**config.mk**
```make
export PLATFORM = sky130hd
export DESIGN_NAME = uart_rx_fifo
export DESIGN_NICKNAME = d
export VERILOG_FILES = /design/src/rtl/uart_rx_fifo.sv
export SDC_FILE = /design/constraint.sdc
export NUM_CORES = 1
export LEC_CHECK = 0
export ABC_CLOCK_PERIOD_IN_PS = 4600
export BUFFER_PORTS_ARGS = -buffer_cell sky130_fd_sc_hd__buf_2
export CORE_MARGIN = 2
export CORE_UTILIZATION = 45
export CTS_BUF_LIST = sky130_fd_sc_hd__clkbuf_4
export DETAILED_ROUTE_END_ITERATION = 8
export SYNTH_ARGS = -nofsm -noshare
export SYNTH_HDL_FRONTEND = slang
export SYNTH_SLANG_ARGS = --single-unit
```
**constraint.sdc**
```tcl
create_clock -name clk -period 4.6 [get_ports clk]
set_input_delay 0 -clock clk [delete_from_list [all_inputs] [get_ports clk]]
set_output_delay 0 -clock clk [all_outputs]
set_load 0.1 [all_outputs]
```
**src/rtl/uart_rx_fifo.sv**
```systemverilog
// Receive-side FWFT FIFO behind the UART receiver: captures rx_done bytes,
// exposes head word, occupancy, full/empty and a sticky overflow flag.
module uart_rx_fifo #(
  parameter int DBIT   = 8,
  parameter int ADDR_W = 4
) (
  input  logic              clk,
  input  logic              rst,
  input  logic              wr,
  input  logic [DBIT-1:0]   w_data,
  input  logic              rd,
  output logic [DBIT-1:0]   r_data,
  output logic              empty,
  output logic              full,
  output logic [ADDR_W:0]   count,
  output logic              overflow,
  input  logic              clr_ovf
);

  localparam int DEPTH = 2 ** ADDR_W;
  localparam logic [ADDR_W:0]   CNT_ONE  = {{ADDR_W{1'b0}}, 1'b1};
  localparam logic [ADDR_W:0]   CNT_FULL = {1'b1, {ADDR_W{1'b0}}};
  localparam logic [ADDR_W-1:0] PTR_ONE  = {{(ADDR_W-1){1'b0}}, 1'b1};

  logic [DBIT-1:0]   mem [DEPTH];
  logic [ADDR_W-1:0] w_ptr;
  logic [ADDR_W-1:0] r_ptr;
  logic [ADDR_W:0]   count_q;
  logic              ovf_q;
  logic              do_wr;
  logic              do_rd;
  logic              drop;

  // Flags come straight from the count register, so wr never reaches full/empty combinationally.
  assign empty    = (count_q == '0);
  assign full     = (count_q == CNT_FULL);
  assign count    = count_q;
  assign overflow = ovf_q;
  assign r_data   = empty ? '0 : mem[r_ptr];

  // A write into a full FIFO is only accepted when a pop frees the head slot.
  assign do_wr = wr & (~full | rd);
  assign do_rd = rd & ~empty;
  assign drop  = wr & full & ~rd;

  always_ff @(posedge clk) begin
    if (do_wr && !rst) mem[w_ptr] <= w_data;
  end

  always_ff @(posedge clk) begin
    if (rst) begin
      w_ptr   <= '0;
      r_ptr   <= '0;
      count_q <= '0;
      ovf_q   <= 1'b0;
    end else begin
      if (do_wr) w_ptr <= w_ptr + PTR_ONE;
      if (do_rd) r_ptr <= r_ptr + PTR_ONE;
      case ({do_wr, do_rd})
        2'b10:   count_q <= count_q + CNT_ONE;
        2'b01:   count_q <= count_q - CNT_ONE;
        default: count_q <= count_q;
      endcase
      // Set beats clear when a drop and clr_ovf coincide.
      if (drop)         ovf_q <= 1'b1;
      else if (clr_ovf) ovf_q <= 1'b0;
    end
  end

endmodule

```
### Word-level counts from Yosys, hierarchy flattened

Memory sizes are Yosys's and may differ from the RTL's. A register that Yosys moved wholly into a read port is not among the register bits.
Cells that the tools add are included.

* register bits: 14
* RAM bits: 128
* bits of input ports: 13
* output and inout bits: 16
* logic and storage cells: 33
* memories kept: 1

* add/subtract/negate cells: 4
* eq/ne operators: 3
* mux-type cells: 8
* bitwise operators: 8
* reduce and logical (&&, ||, !) cells: 5

Memories
* mem: depth 16, width 8, rd ports 1, clocked after memory_dff 1, write ports 1, line 25 `logic [DBIT-1:0] mem [DEPTH];`

Operators with widths (number)
* one-hot mux 5 bit (2 select lines): 1
* adder 4 x 1 -> 4 bit, second input constant: 2
* two-way mux 4 bit: 2
* two-way mux 8 bit: 1
* adder 5 x 1 -> 5 bit, second input constant: 1
* equality test 5 bit, second input constant: 1
* zero test 5 bit: 1
* subtractor 5 x 1 -> 5 bit, second input constant: 1
* bitwise AND 1 bit: 4
* two-way mux 1 bit: 4
* nonzero test 2 bit: 2
* NOT 1 bit: 3
* equality test 2 x 1 -> 1 bit, second input constant: 1
* equality test 2 bit, second input constant: 1
* logical AND 1 bit: 1
* zero test 1 bit: 1
* bitwise OR 1 bit: 1

### Longest topological paths before layout

* depth in word-level cells: 7
* mapped depth: 13
* mapped depth without buffers: 10

### Worst setup path before layout

OpenSTA, ideal clock, no wires.

* path type: register to output
* start: register count_q[1], in the netlist count[1]
* end: output r_data[0]
* arrival: 4241 ps
* required time: 4600 ps
* slack: 359 ps
* stages on the path, launching flop included: 5
* buffers on the path: 1
* path through: dfxtp_1 or4_4 buf_6 nor2_1 a211oi_1

* cells in the longest elaborated chain, start to end: 2

Ends and longest elaborated chain
* from (decl): line 28 `logic [ADDR_W:0] count_q;`
* from (signal assigned): line 60 `2'b10: count_q <= count_q + CNT_ONE;`
* from (signal assigned): line 61 `2'b01: count_q <= count_q - CNT_ONE;`
* from (signal assigned): line 62 `default: count_q <= count_q;`
* zero test 5 bit: line 35 `assign empty = (count_q == '0);`
* named net empty: line 13 `output logic empty,`
* two-way mux 8 bit: line 39 `assign r_data = empty ? '0 : mem[r_ptr];`
* to (decl): line 12 `output logic [DBIT-1:0] r_data,`

The timed path passes the listed nets, and every way through them passes these cells.

### Final worst setup path

* start: register count_q[1], in the netlist count[1]
* end: register count_q[4], in the netlist count[4]

* cells in the longest elaborated chain, start to end: 6
* elaborated cells between the ends (all ways): 13

Ends and longest elaborated chain
* equality test 5 bit: line 36 `assign full = (count_q == CNT_FULL);`
* NOT 1 bit: line 42 `assign do_wr = wr & (~full | rd);`
* bitwise OR 1 bit: line 42
* bitwise AND 1 bit: line 42
* equality test 2 x 1 -> 1 bit or equality test 2 bit (tied branches): line 59 `case ({do_wr, do_rd})`
* one-hot mux 5 bit (2 select lines) or nonzero test 2 bit (tied branches)

Parallel ways exist; a longest one is shown, timed or not.
A chain may end at the register's enable or synchronous reset.

==> impl_metrics.env <==
export IMPL_synthMostInstantiatedCell="edfxtp_1"
export IMPL_slowest_stage="or4_4"
export IMPL_avgSynthCellArea_um2=17.76
export IMPL_die_area_mm2=0.01420
export IMPL_cp_num_buf_inv=1
export IMPL_diodes=0
export IMPL_syn_to_final_growth_pct=11.16
export IMPL_intPower_uw=2091
export IMPL_syn_cell_area_mm2=0.005967
export IMPL_antenna_found_initial=0
export IMPL_async_flop_share_pct=0
export IMPL_outcome="finished, final reports clean"
export IMPL_dr_pass1_iters=5
export IMPL_fin_crit_ns=3.243
export IMPL_clockRootBuffer="clkbuf_4"
export IMPL_seq_area_mm2=0.004207
export IMPL_nFillCells=1109
export IMPL_routedWlPerCell_um=19.28
export IMPL_placed_cells=524
export IMPL_p_per_area_mw_per_mm2=542.9
export IMPL_netlist_top_cells_count="edfxtp_1 (128), mux4_2 (32), nor2_1 (29), dfxtp_1 (18), a211oi_1 (16)"
export IMPL_ys_seq_area_share_pct=70.46
export IMPL_setup_worst_path_class="flip-flop to flip-flop"
export IMPL_clkLatencyLatePin_ns=0.54
export IMPL_ant_nets=0
export IMPL_die_w_um=119.2
export IMPL_yosys_most_used_dff="edfxtp_1"
export IMPL_hp_class="primary input to flip-flop"
export IMPL_p_seq_share_pct=44.5
export IMPL_synthDistinctLibCells=40
export IMPL_post_cts_buffers=0
export IMPL_synth_top_area_share_pct=64.42
export IMPL_slew_headroom_pct=32.27
export IMPL_postCtsResizedCells=0
export IMPL_drive_gt1_share_pct=24.68
export IMPL_pwr_share_comb_pct=36.3
export IMPL_hpwl_mm=6.917
export IMPL_critPathLaunchType="flip-flop"
export IMPL_final_cells=569
export IMPL_cts_clk_slew_worst_paths_ns=0.11
export IMPL_worstMarginPinSlew_ns=1.016
export IMPL_drt_total_wl_mm=10.97
export IMPL_ys_ff_latch=146
export IMPL_crit_family="simple AND/OR/NAND/NOR gates"
export IMPL_cts_hold_buf=14
export IMPL_rsz0062_at_grt="no"
export IMPL_clock_path_buffers=2
export IMPL_cts_sinks=146
export IMPL_drc=0
export IMPL_hold_violations=0
export IMPL_timing_final_crit_share_pct=70.51
export IMPL_synth_nets=358
export IMPL_critPathRequiredTime_ns=5.08
export IMPL_swShare_pct=41.94
export IMPL_first_iter_violations=245
export IMPL_grt_pass1_wl_mm=17.60
export IMPL_setup_viol=0
export IMPL_floorplan_initialDensity_pct=45.60
export IMPL_die_y_um=119.2
export IMPL_first_global_vias=3184
export IMPL_finClkSkew_ns=0.01791
export IMPL_leakage_uw=0.002144
export IMPL_arrival_ns=3.73
export IMPL_h_tree_depth=4
export IMPL_yosys_warnings=0
export IMPL_max_stage_delay_ns=0.61
export IMPL_cp_cell_sequence="or4_4 > o31a_1 > inv_1 > ha_1 > xor2_1 > ha_1 > o21ai_0 > or3_1 > a2111o_1 > nand4_1"
export IMPL_gr_total_overflow=0
export IMPL_grt_usage_pct=17.10
export IMPL_fin_nets=403
export IMPL_via_per_inst=5.425
export IMPL_yosysTopAreaCell="edfxtp_1"
export IMPL_max_freq_mhz=308.3
export IMPL_vias=3087
export IMPL_cts_buffers=17
export IMPL_coreArea_mm2=0.01309
export IMPL_slew_viol_final=0
export IMPL_cts_tree="done"
export IMPL_worst_setup_path_end_kind="flip-flop"
export IMPL_p_switching_uw=1510
export IMPL_setup_tns_final_ns=0
export IMPL_max_cap_viol_count=0
export IMPL_synth_edff_count=128
export IMPL_ir_worst_vdd_v=0.0004724
export IMPL_place_congestion=0.7178
export IMPL_crit_fanout=9
export IMPL_io_pins=29
export IMPL_p_clk_share_pct=19.2
export IMPL_port_buffers=28
export IMPL_grt_max_degree=33
export IMPL_crit_path_frequent_cell="ha_1"
export IMPL_multi_input_area_mm2=0.001634
export IMPL_synthCells=336
export IMPL_rows=42
export IMPL_netlist_top_cells_area="edfxtp_1 (64%), mux4_2 (12%), dfxtp_1 (6.0%)"
layout by cell type (no fill, tap or decap), drive strengths merged, types with 2 or more instances in the layout:
cell type / instances
clkbuf: 22
buf: 33
a21oi: 4
nand2b: 3
and3: 2
mux4: 32
nor2b: 9
nand4b: 2
xor2: 6
or3: 3
o211ai: 2
o21ai: 4
edfxtp: 128
clkinv: 7
mux2i: 11
o31a: 2
inv: 6
dfxtp: 18
a211oi: 16
nand4: 3
xnor2: 2
nor2: 29
nand2: 7
nor3: 6
dlygate4sd3: 14
ha: 9
stage by stage:
step / setup slack [ns] / cell area, µm² / total power (µW) / utilization (%) / hold slack [ns]
after CTS: 1.359 / 6633 / 3630 / 50.69 / 0.3306
final: 1.357 / 6633 / 3601 / 50.69 / 0.3735
after global routing: 1.161 / 6633 / 3764 / 50.69 / 0.3547
after floorplan: 0.3589 / 5967 / 2726 / - / 0.09887
after detailed placement: 1.436 / 6261 / 2936 / 47.85 / 0.3105
after global placement: 1.521 / 6261 / 2927 / 47.85 / 0.3119
sequential cells by signal (all words and copies together), names as in the netlist, named ones only:
register / flops
w_ptr: 4
count: 5
r_ptr: 4
overflow: 1
mem: 128
routing by layer:
layer  share of wire, %  wire length (µm)  GRT usage [%]
met1                 44              4820          22.43
met2                 50              5522          27.12
met3                3.7               404          4.406
met4                2.0               223          7.515
met5                  0                 0              0
power groups by stage:
stage | Combinational [µW] | Sequential (µW) | Clock, µW
final | 1310 | 1600 | 691
after global routing | 1370 | 1620 | 769
after CTS | 1310 | 1610 | 712
after detailed placement | 1300 | 1640 | 0
after global placement | 1290 | 1640 | 0
after floorplan | 1040 | 1690 | 0
cell type report:
type	instances	share of cell area, %
Tap cell	176	3.320
Clock buffer	22	2.490
Multi-Input combinational cell	163	24.64
Clock inverter	9	0.9998
Inverter	6	0.3396
Timing Repair Buffer	47	4.792
Sequential cell	146	63.42
cells by family (layout without fill, tap and decap cells):
logic type,count (synthesis),in the layout,share of synthesized area [%]
AO/OA/AOI/OAI,33,33,4.404
buffers and inverters,27,84,2.160
XOR/XNOR,8,8,1.174
AND/OR/NAND/NOR,70,70,5.997
adder cells (fa/ha/maj),9,9,1.887
multiplexers,43,43,13.92
flip-flops,146,146,70.46
path summary, 6_finish.rpt:
check                           cells after the start  startpoint  slack (ns)    endpoint
worst max-delay path                               10    count[1]        1.36    count[4]
worst min-delay path                                2   w_data[0]        0.37  mem[12][0]
worst max register to register                     10    count[1]        1.36    count[4]
worst min register to register                      2    r_ptr[3]        0.55   flip-flop
No activity file was read; power rests on OpenSTA's default activity.
